==> src/rtl/gate_bist_if.sv <==
// Bundle between the BIST sequencer and whoever owns the gate under test:
// run request, GUT output, test vector and run status.
interface gate_bist_if #(
  parameter int N_IN = 2
);
  logic            start;
  logic            dut_y;
  logic [N_IN-1:0] tv;
  logic            busy;
  logic            done;
  logic            pass;
  logic [N_IN:0]   fail_count;
  logic [N_IN-1:0] first_fail_vec;

  // master: host plus GUT (drives start, returns dut_y); slave: the sequencer
  modport master (
    output start, dut_y,
    input  tv, busy, done, pass, fail_count, first_fail_vec
  );
  modport slave (
    input  start, dut_y,
    output tv, busy, done, pass, fail_count, first_fail_vec
  );
endinterface

==> src/rtl/gate_bist_controller.sv <==
// BIST sequencer for a small combinational gate. It walks all 2^N_IN vectors,
// holds each one for SETTLE cycles, samples the gate output and checks it
// against the GOLDEN truth table.
module gate_bist_controller #(
  parameter int                    N_IN   = 2,
  parameter logic [(1<<N_IN)-1:0]  GOLDEN = 4'b1000,
  parameter int                    SETTLE = 1
) (
  input  logic        clk,
  input  logic        rst_n,
  gate_bist_if.slave  bus
);
  localparam int              NVEC     = 1 << N_IN;
  localparam int              CW       = (SETTLE > 1) ? $clog2(SETTLE) : 1;
  localparam logic [N_IN-1:0] LAST_VEC = N_IN'(NVEC - 1);
  localparam logic [CW-1:0]   CNT_LAST = CW'(SETTLE - 1);

  typedef enum logic [1:0] {S_IDLE, S_DRIVE, S_SAMPLE, S_DONE} state_t;

  state_t          state_q, state_d;
  logic [N_IN-1:0] tv_q, tv_d;
  logic [CW-1:0]   cnt_q, cnt_d;
  logic [N_IN:0]   fcnt_q, fcnt_d;
  logic [N_IN-1:0] ffv_q, ffv_d;
  logic            mismatch;

  always_ff @(posedge clk or negedge rst_n) begin
    if (!rst_n) begin
      state_q <= S_IDLE;
      tv_q    <= '0;
      cnt_q   <= '0;
      fcnt_q  <= '0;
      ffv_q   <= '0;
    end else begin
      state_q <= state_d;
      tv_q    <= tv_d;
      cnt_q   <= cnt_d;
      fcnt_q  <= fcnt_d;
      ffv_q   <= ffv_d;
    end
  end

  // Case inequality so an X/Z gate output is reported as a failure in sim
  assign mismatch = (bus.dut_y !== GOLDEN[tv_q]);

  always_comb begin
    state_d = state_q;
    tv_d    = tv_q;
    cnt_d   = cnt_q;
    fcnt_d  = fcnt_q;
    ffv_d   = ffv_q;
    case (state_q)
      S_IDLE, S_DONE: begin
        if (bus.start) begin
          state_d = S_DRIVE;
          tv_d    = '0;
          cnt_d   = '0;
          fcnt_d  = '0;
          ffv_d   = '0;
        end
      end
      S_DRIVE: begin
        // Counter holds on the last settle cycle so it never wraps
        if (cnt_q == CNT_LAST) state_d = S_SAMPLE;
        else                   cnt_d   = cnt_q + CW'(1);
      end
      S_SAMPLE: begin
        if (mismatch) begin
          fcnt_d = fcnt_q + (N_IN+1)'(1);
          if (fcnt_q == '0) ffv_d = tv_q;
        end
        if (tv_q == LAST_VEC) begin
          state_d = S_DONE;
        end else begin
          tv_d    = tv_q + N_IN'(1);
          cnt_d   = '0;
          state_d = S_DRIVE;
        end
      end
      default: state_d = S_IDLE;
    endcase
  end

  assign bus.tv             = tv_q;
  assign bus.busy           = (state_q == S_DRIVE) || (state_q == S_SAMPLE);
  assign bus.done           = (state_q == S_DONE);
  assign bus.pass           = (state_q == S_DONE) && (fcnt_q == '0);
  assign bus.fail_count     = fcnt_q;
  assign bus.first_fail_vec = ffv_q;
endmodule

==> src/flat_wrapper.sv <==
// flat-port wrapper written by rule: the top's interface ports become plain ports
module gate_bist_controller_flat 
#(
  parameter int                    N_IN   = 2,
  parameter logic [(1<<N_IN)-1:0]  GOLDEN = 4'b1000,
  parameter int                    SETTLE = 1
)
  (clk, rst_n, bus_start, bus_dut_y, bus_tv, bus_busy, bus_done, bus_pass, bus_fail_count, bus_first_fail_vec);
  gate_bist_if #(.N_IN(N_IN)) bus_i ();
  input  logic clk;
  input  logic rst_n;
  input wire logic [$bits(bus_i.start)-1:0] bus_start;
  input wire logic [$bits(bus_i.dut_y)-1:0] bus_dut_y;
  output wire logic [$bits(bus_i.tv)-1:0] bus_tv;
  output wire logic [$bits(bus_i.busy)-1:0] bus_busy;
  output wire logic [$bits(bus_i.done)-1:0] bus_done;
  output wire logic [$bits(bus_i.pass)-1:0] bus_pass;
  output wire logic [$bits(bus_i.fail_count)-1:0] bus_fail_count;
  output wire logic [$bits(bus_i.first_fail_vec)-1:0] bus_first_fail_vec;
  assign bus_i.start = bus_start;
  assign bus_i.dut_y = bus_dut_y;
  assign bus_tv = bus_i.tv;
  assign bus_busy = bus_i.busy;
  assign bus_done = bus_i.done;
  assign bus_pass = bus_i.pass;
  assign bus_fail_count = bus_i.fail_count;
  assign bus_first_fail_vec = bus_i.first_fail_vec;
  gate_bist_controller #(.N_IN(N_IN), .GOLDEN(GOLDEN), .SETTLE(SETTLE)) u_core (.clk(clk), .rst_n(rst_n), .bus(bus_i));
endmodule
==> config.mk <==
export PLATFORM = sky130hd
export DESIGN_NAME = gate_bist_controller_flat
export DESIGN_NICKNAME = d
export VERILOG_FILES = /design/src/rtl/gate_bist_if.sv /design/src/rtl/gate_bist_controller.sv /design/src/flat_wrapper.sv
export SDC_FILE = /design/constraint.sdc
export NUM_CORES = 1
export LEC_CHECK = 0
export ABC_AREA = 0
export CORE_MARGIN = 2
export CORE_UTILIZATION = 41
export CTS_CLUSTER_SIZE = 8
export DETAILED_ROUTE_END_ITERATION = 10
export PLACE_DENSITY = 0.7
export SYNTH_ARGS = -nofsm -noshare
export SYNTH_HDL_FRONTEND = slang
export SYNTH_SLANG_ARGS = --single-unit
==> constraint.sdc <==
create_clock -name clk -period 1.6 [get_ports clk]
set_clock_uncertainty 0.15 [all_clocks]
set_input_delay 0.32 -clock clk [delete_from_list [all_inputs] [get_ports clk]]
set_output_delay 0.32 -clock clk [all_outputs]
set_load 0.05 [all_outputs]
==> flow_summary_export.csv, run 1 <==
group,metric,value,unit
outcome,status,"finished with violations",
outcome,violations,"setup timing",
placed_design,placed_area,943.4,um^2
logic_synthesis,yosysWarnings,0,
logic_synthesis,ys_types,25,
floorplanning,fp.dieH,42.08,um
sta,hold_viol_final,0,
global_route,grt_pass1_vias,549,
logic_synthesis,ys_seq_area_share,37.89,%
detailed_routing,wl_per_cell,15.45,um
floorplanning,coreArea,1334,um^2
setup_path,path_class,"reg2out",
logic_synthesis,synth_enable_flop_cells,0,
pwr,power_density,2110,nW/um^2
detailed_routing,avgViaCountPerCell,5.463,
logic_synthesis,synthCells,62,
setup_path,crit_path_start_kind,"flop",
setup_path,critPathMaxStageDelay,0.39,ns
logic_synthesis,yosys_register_bits,9,
setup_path,critPathMaxFanout,2,
setup_path,arrival,1.25,ns
detailed_routing,vias,590,
global_route,grtUsageMet3,2.586,%
setup_path,cp.required,1.13,ns
setup_path,crit_chain,"inv_2 > ha_4 > buf_6 > inv_4 > buf_12",
logic_synthesis,synth.top_cell.area_share,37.89,%
placed_design,portBuffers,13,
detailed_routing,antenna_left,0,
sta,tightest_slew,0.4360,ns
global_route,grt_max_degree,10,
global_route,grt.busiest_layer,"met2",
detailed_routing,post-route-drc-count,0,
detailed_routing,drt-pass1-iter-count,4,
sta,period_minus_slack,1.725,ns
logic_synthesis,synth_common_cells,"inv_1, dfrtp_1, ha_1",
global_route,grtUsageMet2,28.13,%
sta,slew_violations,0,
logic_synthesis,syn-num-nets,72,
finish,areaGrowthSynthToFinish,85.89,%
flow_run,max_cap_viol_count,0,
floorplanning,rows,13,
detailed_routing,first_iter_violations,16,
global_route,antenna_found_initial,0,
setup_path,worst-path-buf-inv,4,
pwr,peakVddDrop,2146,uV
sta,worst_slack,-0.1250,ns
placed_design,dpl.hpwl,1.010,mm
sta,setup_viol,3,
floorplanning,dieArea,1770,um^2
worst_hold_path,hp-class,"in2async",
sta,max_freq,579.7,MHz
sta,slew_headroom,70.84,%
logic_synthesis,netlist_area,594.3,um^2
floorplanning,ios,14,
clocking,cts-root-buf,"clkbuf_4",
placed_design,gp_congestion,0.8702,
clocking,insertion_delay,0.27,ns
floorplanning,die_w,42.08,um
finish,design_area,1105,um^2
sta,timing.hold.ws,0.2051,ns
finish,layout-drive-gt1-share,59.14,%
sta,fin_crit_sh,107.8,%
pwr,power.leakage,0.4777,nW
finish,diodes,0,
sta,rsz0062_at_grt,"yes",
clocking,cts.path.max_buffers,2,
setup_path,cp_slowest_cell,"dfrtp_1",
logic_synthesis,yosys.cell_count.top_type,"inv_1",
clocking,cts_sinks,9,
global_route,met1_usage,25.73,%
clocking,cts_tree,"yes",
clocking,clkTransAtPathRegs,0.07,ns
clocking,htreeDepth,1,
logic_synthesis,synth.avg_cell_area,9.586,um^2
global_route,overflow,0,
setup_path,critical_path.top_delay_family,"flip-flops",
floorplanning,start_util,44.56,%
clocking,numCtsBuffers,3,
logic_synthesis,async_flop_share,100.0,%
global_route,grtUsageTotal,18.86,%
logic_synthesis,synthTopCellsByArea,"dfrtp_1, ha_1, inv_1",
placed_design,place_ws,-0.1505,ns
logic_synthesis,synth_largest_area_cell,"dfrtp_1",
detailed_routing,wl,1.669,mm
finish,nets,104,
finish,final_util,82.83,%
global_route,grt_pass1_wl,2.539,mm
setup_path,worst_setup_path_end_kind,"output port",
logic_synthesis,synthFlopType,"dfrtp_1",
==> final cells by class <==
type                    instances  area [um^2]
clock buffers                   4        26.28
fillers                        74        229.0
inverters                      10        40.04
multi-input cells              41        420.4
flip-flops and latches          9        230.2
well taps                      15        18.77
repair buffers                 29        369.1
==> what timing repair did <==
item | in CTS | in global routing
pin swaps | 3 | 3
hold buffers | 0 | 0
setup buffers | 2 | 3
endpoints found under the setup margin | 7 | 10
gates resized for setup | 16 | 10
==> report_power, final <==
group	total [mW]	internal (mW)	leakage, nW	switching (mW)
logic	1.79	0.908	0.348	0.882
registers	0.353	0.295	0.115	0.0574
clock network	0.188	0.0967	0.0150	0.0915
==> stage by stage <==
stage / std cells / total power [mW] / setup TNS [ns]
finish: 108 / 2.331 / -0.2362
global route: 108 / 2.459 / -0.7345
CTS: 105 / 2.107 / -0.2242
detailed placement: 99 / 1.717 / -0.8232
global placement: 99 / 1.699 / -0.6919
floorplan: 62 / 1.096 / -0.03251
==> metal layers <==
layer / up-vias / wire length, um
met4: 0 / 43
met1: 281 / 753
met2: 24 / 795
li1: 279 / -
met3: 6 / 76
met5: - / 0
==> placed cells by master, fill, tap and decap left out <==
cell | Yosys | layout
a22oi_1 | 1 | 1
or2_2 | 2 | 2
nand2_1 | 5 | 5
mux2i_1 | 2 | 2
inv_4 | 0 | 1
ha_1 | 6 | 2
o211a_4 | 1 | 1
o2111ai_1 | 2 | 2
nor2b_4 | 0 | 1
inv_2 | 0 | 5
nand2b_4 | 0 | 2
dfrtp_2 | 0 | 4
xor2_4 | 0 | 1
o21ai_0 | 4 | 1
o2bb2ai_1 | 1 | 1
o221ai_1 | 2 | 2
o21ai_2 | 0 | 2
o21ai_1 | 0 | 1
nand3_1 | 2 | 2
dfrtp_1 | 9 | 5
o22ai_1 | 1 | 1
and2b_2 | 1 | 1
a22o_1 | 1 | 1
clkbuf_4 | 0 | 3
buf_4 | 0 | 11
o211ai_1 | 1 | 1
a21o_2 | 1 | 1
clkdlybuf4s50_1 | 0 | 3
buf_6 | 0 | 5
nand2b_1 | 3 | 1
nor2_4 | 0 | 1
clkbuf_1 | 0 | 1
inv_1 | 10 | 4
buf_12 | 0 | 10
nand4_1 | 1 | 1
ha_4 | 0 | 4
a21oi_1 | 1 | 1
==> cell families (layout without fill, tap and decap cells) <==
| kind of cell | Yosys count | count (layout) | synth area share, % |
|---|---|---|---|
| multiplexers | 2 | 2 | 3.369 |
| adder cells (fa/ha/maj) | 6 | 6 | 12.63 |
| AO/OA/AOI/OAI | 16 | 16 | 21.06 |
| XOR/XNOR | 1 | 1 | 2.738 |
| buffers and inverters | 12 | 43 | 8.001 |
| flip-flops | 9 | 9 | 37.90 |
| AND/OR/NAND/NOR | 16 | 16 | 14.32 |
==> sequential cells by signal, indices dropped and copies added, names as in the netlist <==
signal	cells
u_core.bus.fail_count	3
u_core.bus.tv	2
u_core.state_q	2
u_core.bus.first_fail_vec	2
==> final timing paths <==
kind / from / endpoint / slack [ns] / cells after the start
worst min-delay path: rst_n / u_core.state_q[1] / 0.21 / 1
worst max-delay path: u_core.state_q[0] / bus_busy / -0.12 / 5
worst max register to register: u_core.state_q[1] / u_core.bus.first_fail_vec[0] / 0.01 / 6
max in group asynchronous: rst_n / u_core.bus.fail_count[1] / 0.77 / 1
min in group clk: u_core.bus.fail_count[0] / u_core.bus.fail_count[0] / 0.43 / 3
worst min register to register: u_core.bus.fail_count[0] / u_core.bus.fail_count[0] / 0.43 / 3
Note: power is estimated with default switching activity, not from simulation.
==> inputs of run 2 (changes only) <==
- PLACE_DENSITY: 0.7 -> default
- PLACE_DENSITY_LB_ADDON: default -> 0.2
==> run 2 against run 1 <==
Effect of this change: the run still ends with setup timing left; first-iteration DRC count fell by 25%; register-to-register slack got worse by 0.05 ns; combinational power barely moved; count of clock-buffer cells in the layout did not move; via count rose by 3.9%; global-route usage rose by 0.35 points; final cell count rose by 3.7%; final area rose by 2.0%; largest cell class unchanged; hold slack improved by 0.0068 ns; worst setup slack improved by 0.022 ns; critical path type unchanged; non-clock buffer count rose by 4.
==> flow_summary_export.csv, run 2 (synthesized netlist as in run 1, its figures left out) <==
group,metric,value,unit
sta,worst_slack,-0.1035,ns
detailed_routing,antenna_left,0,
clocking,htreeDepth,1,
setup_path,r2r_cells,6,
pwr,power_density,2046,nW/um^2
clocking,insertion_delay,0.26,ns
placed_design,dpl.hpwl,1.054,mm
floorplanning,coreArea,1334,um^2
clocking,numCtsBuffers,3,
pwr,p_int,1.291,mW
global_route,antenna_found_initial,0,
detailed_routing,avgViaCountPerCell,5.473,
clocking,cts_tree,"yes",
pwr,pwr-share-seq,15.5,%
pwr,peakVddDrop,1721,uV
outcome,violations,"setup timing",
global_route,grt_max_degree,10,
clocking,cts.path.max_buffers,2,
finish,nets,108,
pwr,p_sw,1.016,mW
sta,setup_viol,4,
sta,hold_viol_final,0,
pwr,clock_power_share,7.8,%
floorplanning,start_util,44.56,%
clocking,cts_sinks,9,
finish,layout-drive-gt1-share,61.86,%
flow_run,max_cap_viol_count,0,
clocking,clkTransAtPathRegs,0.07,ns
floorplanning,rows,13,
placed_design,portBuffers,13,
setup_path,path_class,"reg2out",
placed_design,place_ws,-0.1615,ns
sta,tightest_slew,0.4401,ns
detailed_routing,post-route-drc-count,0,
detailed_routing,first_iter_violations,12,
outcome,status,"finished with violations",
pwr,combPwrFrac,76.7,%
pwr,switching_share,44.05,%
global_route,overflow,0,
sta,slew_headroom,70.57,%
detailed_routing,wl_per_cell,16.02,um
global_route,grtUsageTotal,19.21,%
setup_path,cp.required,1.13,ns
setup_path,rr_startpoint,"u_core.state_q[1]",
finish,diodes,0,
sta,max_freq,587.0,MHz
placed_design,gp_congestion,0.8139,
global_route,grt_pass1_wl,2.608,mm
detailed_routing,drt-pass1-iter-count,4,
detailed_routing,vias,613,
setup_path,crit_path_start_kind,"flop",
finish,mostFrequentLayoutCells,"buf_4, buf_12, inv_2, nand2_1, dfrtp_1",
clocking,hold_buffers,0,
sta,tns,-0.2421,ns
floorplanning,die_w,42.08,um
floorplanning,dieArea,1770,um^2
clocking,cts-root-buf,"clkbuf_4",
setup_path,critPathMaxFanout,2,
sta,rsz0062_at_grt,"yes",
finish,design_area,1127,um^2
finish,final-seq-area,230.2,um^2
finish,areaGrowthSynthToFinish,89.68,%
sta,fin_crit_sh,106.5,%
finish,largest_reg_flops,3,
global_route,grt_pass1_vias,604,
setup_path,worst_setup_path_end_kind,"output port",
setup_path,r2r-end,"u_core.bus.fail_count[2]",
floorplanning,ios,14,
placed_design,placed_area,950.9,um^2
floorplanning,fp.dieH,42.08,um
sta,slew_violations,0,
sta,period_minus_slack,1.703,ns
detailed_routing,wl,1.794,mm
worst_hold_path,hp-class,"in2async",
setup_path,arrival,1.23,ns
setup_path,rrSetupSlack,-0.04,ns
sta,timing.hold.ws,0.2119,ns
finish,fillers,67,
pwr,power.leakage,0.4912,nW
finish,final_common_cell,"buf_4",
finish,multi_input_area,424.2,um^2
-- run 2: cell types whose count changed in the layout (fill, tap and decap cells not counted) --
cell / previous run / this run
a22oi_1: 1 / 0
o21ai_1: 1 / 2
buf_4: 11 / 18
buf_6: 5 / 2
ha_1: 2 / 1
o21ai_2: 2 / 1
a22oi_2: 0 / 1
ha_2: 0 / 1
-- run 2: timing repair --
action / 4_1_cts / 5_1_grt
pin swaps: 3 / 4
resized for setup: 12 / 12
buffers inserted: 3 / 5
endpoints found under the setup margin: 3 / 10
-- run 2: final cells by class --
type | count | share of cell area [%]
clock buffers | 4 | 2.331
inverters | 10 | 3.552
multi-input cells | 41 | 37.62
flip-flops and latches | 9 | 20.42
well taps | 15 | 1.665
repair buffers | 33 | 34.41
-- run 2: power groups by stage --
stage          Sequential [mW]  Clock [mW]  Combinational (mW)
2_1_floorplan            0.485           0               0.611
3_3_place_gp             0.341           0                1.36
3_5_place_dp             0.344           0                1.38
4_1_cts                  0.341       0.180                1.55
5_1_grt                  0.361       0.193                1.88
6_report                 0.357       0.180                1.77
-- run 2: per-layer routing --
layer / wire (um) / up-vias / global-route usage [%]
li1: - / 286 / -
met1: 812 / 299 / 25.27
met2: 886 / 22 / 32.81
met3: 64 / 6 / 1.293
met4: 31 / 0 / 7.500
met5: 0 / - / 0
-- run 2: metrics by stage --
step                power [mW]  cells  util, %
global placement         1.702    100    71.29
CTS                      2.069    107    77.86
detailed placement       1.726    100    71.29
floorplan                1.096     62        -
global route             2.437    112    84.52
finish                   2.307    112    84.52
-- run 2: how the worst max path moves through the flow --
stage | start | to
floorplan | u_core.bus.fail_count[2] | bus_pass
global placement | bus_dut_y | u_core.bus.fail_count[1]
detailed placement | bus_dut_y | u_core.bus.fail_count[1]
CTS | u_core.state_q[1] | bus_busy
global route | u_core.bus.fail_count[1] | bus_pass
finish | u_core.state_q[1] | bus_busy
-- run 2: critical path, stage by stage (launching register included) --
cell and delay, ns:
dfrtp_1 0.43, ha_4 0.29, buf_6 0.10, inv_4 0.03, buf_12 0.13
